$ cat src/rtl/sccb_cfg_seq.sv
// sccb_cfg_seq: table-driven SCCB/I2C register configuration sequencer.
// Walks an external register table (synchronous ROM, 1-cycle latency),
// handing each address/data pair to an I2C master through an exec/done
// handshake. Supports inline delay entries, NACK retry and a failure
// report; init_done gates the downstream capture path.
//
// Optional build macro: CFG_READBACK_EN
//   When defined, every successful write of an entry with nv_flag = 0 is
//   followed by a read of the same register. A read NACK or a data
//   mismatch counts as one failed attempt, and the retry restarts from
//   the write. When undefined, nv_flag is ignored and i2c_rh_wl is tied 0.
//
// Ports:
//   clk, rst_n   clock, asynchronous active-low reset
//   tbl_addr     table read address (= current entry index)
//   tbl_data     {dly_flag, nv_flag, reg_addr[ADDR_W-1:0], reg_data[7:0]}
//   i2c_exec     single-cycle transfer request
//   i2c_rh_wl    1 = read, 0 = write
//   i2c_addr     register address, held until i2c_done
//   i2c_data     write data, held until i2c_done
//   i2c_done     single-cycle completion pulse from the master
//   i2c_ack_err  NACK flag, valid with i2c_done
//   i2c_rdata    read data, valid with i2c_done
//   cfg_start    re-run pulse, honoured only in DONE or FAIL
//   busy         high while the sequence is in progress
//   init_done    whole table completed without error
//   cfg_err      an entry exhausted its attempts
//   err_idx      index of the failing entry
module sccb_cfg_seq #(
  parameter int unsigned POWERUP_DLY = 20000,
  parameter int unsigned REG_NUM     = 201,
  parameter int unsigned TBL_AW      = 8,
  parameter int unsigned ADDR_W      = 8,
  parameter int unsigned DLY_UNIT    = 1000,
  parameter int unsigned MAX_RETRY   = 3
) (
  input  logic              clk,
  input  logic              rst_n,
  output logic [TBL_AW-1:0] tbl_addr,
  input  logic [ADDR_W+9:0] tbl_data,
  output logic              i2c_exec,
  output logic              i2c_rh_wl,
  output logic [ADDR_W-1:0] i2c_addr,
  output logic [7:0]        i2c_data,
  input  logic              i2c_done,
  input  logic              i2c_ack_err,
  input  logic [7:0]        i2c_rdata,
  input  logic              cfg_start,
  output logic              busy,
  output logic              init_done,
  output logic              cfg_err,
  output logic [TBL_AW-1:0] err_idx
);

  localparam int unsigned PWR_LAST = (POWERUP_DLY > 0) ? POWERUP_DLY - 1 : 0;
  localparam int unsigned DLY_MAX  = 255 * DLY_UNIT;
  localparam int unsigned PW_W     = (PWR_LAST > 0) ? $clog2(PWR_LAST + 1) : 1;
  localparam int unsigned DW       = (DLY_MAX > 0) ? $clog2(DLY_MAX + 1) : 1;
  localparam int unsigned CNT_W    = (PW_W > DW) ? PW_W : DW;
  localparam int unsigned RC_W     = $clog2(MAX_RETRY + 1);
  localparam int unsigned LAST_IDX = REG_NUM - 1;

  typedef enum logic [3:0] {
    S_PWRUP,
    S_FETCH,
    S_FLATCH,
    S_DELAY,
    S_ISSUE,
    S_WAIT,
`ifdef CFG_READBACK_EN
    S_RD_ISSUE,
    S_RD_WAIT,
`endif
    S_DONE,
    S_FAIL
  } state_e;

  state_e            state_q, state_d;
  logic [CNT_W-1:0]  cnt_q, cnt_d;
  logic [TBL_AW-1:0] idx_q, idx_d;
  logic [RC_W-1:0]   retry_q, retry_d;
  logic [TBL_AW-1:0] tbl_addr_q, tbl_addr_d;
  logic              i2c_exec_q, i2c_exec_d;
  logic [ADDR_W-1:0] i2c_addr_q, i2c_addr_d;
  logic [7:0]        i2c_data_q, i2c_data_d;
  logic              busy_q, busy_d;
  logic              init_done_q, init_done_d;
  logic              cfg_err_q, cfg_err_d;
  logic [TBL_AW-1:0] err_idx_q, err_idx_d;
  logic              adv_c;
  logic              fail_c;

  // Entry fields straight off the ROM output (valid in FLATCH)
  logic              ent_dly_c;
  logic [ADDR_W-1:0] ent_addr_c;
  logic [7:0]        ent_data_c;
  logic [CNT_W-1:0]  dly_cycles_c;

  assign ent_dly_c    = tbl_data[ADDR_W+9];
  assign ent_addr_c   = tbl_data[ADDR_W+7:8];
  assign ent_data_c   = tbl_data[7:0];
  assign dly_cycles_c = CNT_W'(ent_data_c) * CNT_W'(DLY_UNIT);

`ifdef CFG_READBACK_EN
  logic ent_nv_q, ent_nv_d;
  logic i2c_rh_wl_q, i2c_rh_wl_d;
`else
  logic unused_c;
  assign unused_c = ^{i2c_rdata, tbl_data[ADDR_W+8]};
`endif

  // Next-state and registered-output computation
  always_comb begin
    state_d     = state_q;
    cnt_d       = cnt_q;
    idx_d       = idx_q;
    retry_d     = retry_q;
    i2c_addr_d  = i2c_addr_q;
    i2c_data_d  = i2c_data_q;
    err_idx_d   = err_idx_q;
    init_done_d = init_done_q;
    cfg_err_d   = cfg_err_q;
    adv_c       = 1'b0;
    fail_c      = 1'b0;
`ifdef CFG_READBACK_EN
    ent_nv_d    = ent_nv_q;
`endif

    case (state_q)
      S_PWRUP: begin
        if (cnt_q == CNT_W'(PWR_LAST)) begin
          cnt_d   = '0;
          state_d = S_FETCH;
        end else begin
          cnt_d = cnt_q + CNT_W'(1);
        end
      end

      // tbl_addr already equals idx; the ROM answers next cycle
      S_FETCH: state_d = S_FLATCH;

      S_FLATCH: begin
        if (ent_dly_c) begin
          cnt_d   = dly_cycles_c;
          state_d = S_DELAY;
        end else begin
          i2c_addr_d = ent_addr_c;
          i2c_data_d = ent_data_c;
`ifdef CFG_READBACK_EN
          ent_nv_d   = tbl_data[ADDR_W+8];
`endif
          state_d    = S_ISSUE;
        end
      end

      // Down-count; a zero or one-cycle delay still spends one cycle here
      S_DELAY: begin
        if (cnt_q <= CNT_W'(1)) begin
          cnt_d = '0;
          adv_c = 1'b1;
        end else begin
          cnt_d = cnt_q - CNT_W'(1);
        end
      end

      S_ISSUE: state_d = S_WAIT;

      S_WAIT: begin
        if (i2c_done) begin
          if (i2c_ack_err) begin
            fail_c = 1'b1;
          end else begin
`ifdef CFG_READBACK_EN
            if (ent_nv_q) adv_c = 1'b1;
            else          state_d = S_RD_ISSUE;
`else
            adv_c = 1'b1;
`endif
          end
        end
      end

`ifdef CFG_READBACK_EN
      S_RD_ISSUE: state_d = S_RD_WAIT;

      S_RD_WAIT: begin
        if (i2c_done) begin
          if (i2c_ack_err || (i2c_rdata != i2c_data_q)) fail_c = 1'b1;
          else                                          adv_c  = 1'b1;
        end
      end
`endif

      S_DONE, S_FAIL: begin
        if (cfg_start) begin
          idx_d       = '0;
          retry_d     = '0;
          init_done_d = 1'b0;
          cfg_err_d   = 1'b0;
          state_d     = S_FETCH;
        end
      end

      default: state_d = S_PWRUP;
    endcase

    // Entry finished: move on or close the table (idx never wraps)
    if (adv_c) begin
      retry_d = '0;
      if (idx_q == TBL_AW'(LAST_IDX)) begin
        init_done_d = 1'b1;
        state_d     = S_DONE;
      end else begin
        idx_d   = idx_q + TBL_AW'(1);
        state_d = S_FETCH;
      end
    end

    // Failed attempt: retry from the write, or give up on the last one
    if (fail_c) begin
      retry_d = retry_q + RC_W'(1);
      if (retry_q == RC_W'(MAX_RETRY - 1)) begin
        cfg_err_d = 1'b1;
        err_idx_d = idx_q;
        state_d   = S_FAIL;
      end else begin
        state_d = S_ISSUE;
      end
    end

    tbl_addr_d = idx_d;
    busy_d     = !((state_d == S_DONE) || (state_d == S_FAIL));
`ifdef CFG_READBACK_EN
    i2c_exec_d  = (state_d == S_ISSUE) || (state_d == S_RD_ISSUE);
    i2c_rh_wl_d = i2c_rh_wl_q;
    if (state_d == S_RD_ISSUE) i2c_rh_wl_d = 1'b1;
    else if (state_d == S_ISSUE) i2c_rh_wl_d = 1'b0;
`else
    i2c_exec_d  = (state_d == S_ISSUE);
`endif
  end

  // State and output registers
  always_ff @(posedge clk or negedge rst_n) begin
    if (!rst_n) begin
      state_q     <= S_PWRUP;
      cnt_q       <= '0;
      idx_q       <= '0;
      retry_q     <= '0;
      tbl_addr_q  <= '0;
      i2c_exec_q  <= 1'b0;
      i2c_addr_q  <= '0;
      i2c_data_q  <= '0;
      busy_q      <= 1'b0;
      init_done_q <= 1'b0;
      cfg_err_q   <= 1'b0;
      err_idx_q   <= '0;
`ifdef CFG_READBACK_EN
      ent_nv_q    <= 1'b0;
      i2c_rh_wl_q <= 1'b0;
`endif
    end else begin
      state_q     <= state_d;
      cnt_q       <= cnt_d;
      idx_q       <= idx_d;
      retry_q     <= retry_d;
      tbl_addr_q  <= tbl_addr_d;
      i2c_exec_q  <= i2c_exec_d;
      i2c_addr_q  <= i2c_addr_d;
      i2c_data_q  <= i2c_data_d;
      busy_q      <= busy_d;
      init_done_q <= init_done_d;
      cfg_err_q   <= cfg_err_d;
      err_idx_q   <= err_idx_d;
`ifdef CFG_READBACK_EN
      ent_nv_q    <= ent_nv_d;
      i2c_rh_wl_q <= i2c_rh_wl_d;
`endif
    end
  end

  assign tbl_addr  = tbl_addr_q;
  assign i2c_exec  = i2c_exec_q;
  assign i2c_addr  = i2c_addr_q;
  assign i2c_data  = i2c_data_q;
  assign busy      = busy_q;
  assign init_done = init_done_q;
  assign cfg_err   = cfg_err_q;
  assign err_idx   = err_idx_q;
`ifdef CFG_READBACK_EN
  assign i2c_rh_wl = i2c_rh_wl_q;
`else
  assign i2c_rh_wl = 1'b0;
`endif

endmodule

$ cat config.mk
export PLATFORM = sky130hd
export DESIGN_NAME = sccb_cfg_seq
export DESIGN_NICKNAME = d
export VERILOG_FILES = /design/src/rtl/sccb_cfg_seq.sv
export SDC_FILE = /design/constraint.sdc
export NUM_CORES = 1
export LEC_CHECK = 0
export CAP_MARGIN = 30
export CORE_UTILIZATION = 44
export CTS_BUF_LIST = sky130_fd_sc_hd__clkbuf_4
export CTS_CLUSTER_DIAMETER = 50
export DETAILED_ROUTE_END_ITERATION = 10
export PLACE_DENSITY = 0.66
export SYNTH_ARGS = -nofsm -noshare
export SYNTH_HDL_FRONTEND = slang
export SYNTH_SLANG_ARGS = --single-unit
$ cat constraint.sdc
create_clock -name clk -period 2.1 [get_ports clk]
set_input_delay 0.21 -clock clk [delete_from_list [all_inputs] [get_ports clk]]
set_output_delay 0.21 -clock clk [all_outputs]
set_load 0.02 [all_outputs]
Word-level counts from Yosys, hierarchy flattened
Index checks and enable logic that the tools add are counted.

$lt $le $gt $ge: 1. Bitwise logic cells: 1. Eq/ne operators: 14. Reductions and logical operators: 12. Mux-type cells: 35. $mul: 1. $add $sub $neg: 4.

Operators with widths (count): $mux W18 (3); $pmux W18 S3 (1); $mux W8 (4); $eq A4 B3 Y1 const B (7); $pmux W4 S6 (1); $add A18 B1 Y18 const B (1); $eq A18 B15 Y1 const B (1); $le A18 B1 Y1 const B (1); $sub A18 B1 Y18 const B (1); $mux W4 (4); $mul A8 B7 Y15 const B (1); $mux W1 (14); $mux W2 (5); $reduce_bool A3 Y1 (3); $add A8 B1 Y8 const B (1); $eq A4 B2 Y1 const B (2); $eq A8 B8 Y1 const B (1); $reduce_and A2 Y1 (4); $mux W3 (2); $eq A4 B1 Y1 const B (1); $logic_not A4 Y1 (1); $reduce_or A2 Y1 (2); $add A2 B1 Y2 const B (1); $eq A2 B2 Y1 const B (1); other kinds (5) (5).

Input bits: 31. Flip-flop bits (word level): 60.

Logic depth before layout (Yosys ltp)
Depth in word-level cells: 8. Gate-level depth with buffers: 16. Depth with buffers taken out: 16.

Least setup slack after synthesis
OpenSTA, ideal clock, no wires.

Path kind: input port to flip-flop. Start: in tbl_data[0]. End: reg cnt_q[17]. Path slack: -1.843 ns. Library setup time: 0.127 ns. Data required time: 1.973 ns. Arrival: 3.816 ns. Buffers on the path: 0. Cell stages on the path: 14. Cells stage by stage: fa_1 -> inv_1 -> fa_1 -> fa_1 -> inv_1 -> fa_1 -> ha_1 -> o21ai_0 -> o21bai_1 -> a41o_1 -> a221o_1 -> a21oi_1 -> xnor2_1 -> o22ai_1.

Word-level cells in the longest chain between the ends: 3.

Ends and longest elaborated chain: start: declaration (RTL line 40) `input logic [ADDR_W+9:0] tbl_data,`; $mul A8 B7 Y15 (RTL line 102) `assign dly_cycles_c = CNT_W'(ent_data_c) * CNT_W'(DLY_UNIT);`; $mux W18 (RTL line 143) `if (ent_dly_c) begin`; $pmux W18 S3 (RTL line 129) `case (state_q)`; end signal: assignment (RTL line 264) `cnt_q <= cnt_d;`; end: declaration (RTL line 79) `logic [CNT_W-1:0] cnt_q, cnt_d;`.

No other way between the ends. The select of a mux whose other input is x is not followed. A chain may end at the register's enable or synchronous reset.

Final worst setup path
Start: in tbl_data[1]. End: reg cnt_q[14].

The elaborated chain is that of the path after synthesis.

==> qor.yml <==
worst_setup_path:
  cp-start-kind: "primary input"
  arrival_ps: 3810
  critPathBufInv: 3
  r2r_cells: 9
  crit_fanout: 4
  crit_type: "primary input to flip-flop"
  required_ps: 2410
  rrSetupSlack_ps: -130
  endpoint_kind: "flip-flop"
  endpoint: "cnt_q[14]"
  cp_num_cells: 15
  slowest_stage: "fa_2"
  crit_start: "tbl_data[1]"
  crit_family: "adder cells"
  path_cells: "buf_8 > fa_2 > inv_2 > fa_2 > fa_1 > inv_2 > fa_1 > ha_4 > o21a_1 > o31a_1 > o22ai_2 > xor2_1 > o221ai_2 > a211oi_2 > nor3_1"
  timing.rr.start: "cnt_q[0]"
  r2r_end: "cnt_q[17]"
  critPathMaxStageDelay_ps: 590
power_and_ir_drop:
  power-per-cell-area_mw_per_mm2: 916
  vdd_ir_drop_max_uv: 667
  leakagePower_nw: 3.17
  power.total_mw: 6.41
clock_network:
  clkLatencyLatePin_ps: 430
  cts.path.max_buffers: 2
  cts_max_level: 3
  cts_root_buffer: "clkbuf_4"
  tritoncts: "yes"
  cts_made_buffers: 9
  clkTransAtPathRegs_ps: 130
  clock_sinks: 60
synth:
  synth-seq-area-share_pct: 30.8
  ys_ff_latch: 60
  synth_most_common_cell: "dfrtp_1"
  synth_common_cells: "dfrtp_1, inv_1, nand2_1"
  syn_area_mm2: 0.00487
  synth_top_area_cell: "dfrtp_1"
  avgSynthCellArea_um2: 9.35
  ys_types: 70
  synth_cells: 521
  synthArstFlopShare_pct: 100
  ys_top_cells_by_area: "dfrtp_1, ha_1, fa_1"
  synth_edf_count: 0
  yosys.area.top_type_share_pct: 30.8
  synth_flop_cell: "dfrtp_1"
  ys_warn_count: 0
finish:
  final_layout_size_suffix_gt1_share_pct: 33.4
  final_util_pct: 64.8
  final_cell_area_mm2: 0.00699
  nets: 788
  layout.cells.non_filler: 839
  area_delta_synth_final_pct: 43.6
sta:
  slew_headroom_pct: 64.0
  timing.hold.ws_ps: 90.5
  finClkSkew_ps: 16.5
  maxSlewViolCount: 0
  period_share_pct: 167
  tightest_slew_ps: 527
  finalHoldViolCount: 0
  fin_setup_tns_ps: -11820
  fin_crit_ps: 3500
  rsz0062_at_grt: "true"
  setup_ws_ps: -1400
  setup_viol: 13
  fmax_mhz: 286
place:
  preCtsSetupSlack_ps: -2370
  gp_congestion: 0.931
  place_inst: 809
  io_buffers: 57
  dpl_cell_area_mm2: 0.00641
  dp_hpwl_mm: 10.2
global_routing:
  gr-usage-all-layers_pct: 24.9
  antenna_found_initial: 1
  grt_use_met1_pct: 32.4
  grt_pass1_wl_mm: 22.1
  grt_max_degree: 61
  use_met3_pct: 3.22
  overflow: 0
  grt_pass1_vias: 4558
  grtUsageMet2_pct: 41.4
  grt_busiest_layer: "met2"
floorplan:
  coreArea_mm2: 0.0108
  design.die.area_mm2: 0.0115
  initial_core_util_pct: 45.1
  rows: 38
  die_w_um: 107
  io_pins: 68
  fp.dieH_um: 107
route:
  drc: 0
  totalWireLength_mm: 13.9
  vias: 4646
  viasPerCell: 5.54
  wl_per_cell_um: 16.5
  ant_nets: 0
  drt-pass1-iter-count: 7
  drt-initial-drc-count: 329
worst_hold_path:
  min_path_cells: 3
  hp-start: "tbl_data[3]"
  hold_path_class: "primary input to flip-flop"
status:
  status: "finished with violations"
  failed_checks: "negative setup slack"
flow_run:
  maxCapViolCount: 0
## state kept, by name, summed over array words and instances, names as in the netlist
name	flops
busy	1
cfg_err	1
cnt_q	18
err_idx	8
i2c_addr	8
i2c_data	8
i2c_exec	1
init_done	1
retry_q	2
state_q	4
tbl_addr	8
## worst min path at each step
stage                              to
final                     i2c_data[3]
after global routing      i2c_data[3]
after CTS                 i2c_data[3]
after detailed placement         busy
after global placement           busy
after floorplan                  busy
## layout make-up
type,count,area (µm²)
multi-input combinational,386,3360
antenna,1,2.50
tap,140,175
clock buffer,9,67.6
clock inverter,7,100
timing repair buffer,181,1580
fill,870,3800
sequential,60,1500
inverter,55,206
## cell usage in the layout (no fill, tap or decap), types with 6 or more instances in the layout
master           count
a21oi_1             21
nand4_1              6
inv_1               46
fa_1                19
xnor2_1              6
ha_4                10
o31ai_1              7
nor2_1              33
nor3_1              10
nand2_1             42
dfrtp_1             59
buf_6               16
or3_1                6
ha_1                30
o21ai_1              6
mux2_2              17
o21ai_0             31
inv_2                9
clkdlybuf4s50_1     49
clkbuf_4             9
buf_4              106
nor4_1               6
nand3_1             15
## tightest hold or removal path, delay by kind of cell
kind            cells  cell delay (ps)
buf+inv             2              190
compound gates      1               90
## layer usage
| layer | part of all wire, % | vias up |
|---|---|---|
| met5 | 0 | - |
| met4 | 1.5 | 0 |
| met3 | 5.4 | 18 |
| met2 | 50 | 159 |
| met1 | 43 | 2264 |
| li1 | - | 2205 |
## logic make-up (layout without fill, tap and decap cells)
family,after synthesis,in the layout,share of synthesized area [%]
mux,19,19,4.34
compound gates,130,130,17.7
fa+ha+maj,64,64,19.8
xor+xnor,16,16,2.88
flops,60,60,30.8
other cells,1,3,0.0770
buf+inv,76,252,7.45
simple gates,155,155,16.9
## timing repair
item | 4_1_cts | 5_1_grt
buffers inserted | 6 | 10
endpoints found under the hold margin | 60 | 0
endpoints found under the setup margin | 14 | 25
pin swaps | 51 | 37
hold buffers | 1 | 0
resized for setup | 72 | 39
## report_power, final
part           switching [mW]  leakage (nW)  internal [mW]
logic                    1.84          2.31           2.05
clock network           0.507        0.0905          0.490
registers               0.200         0.773           1.32
Power figures use the tool's default switching activity.
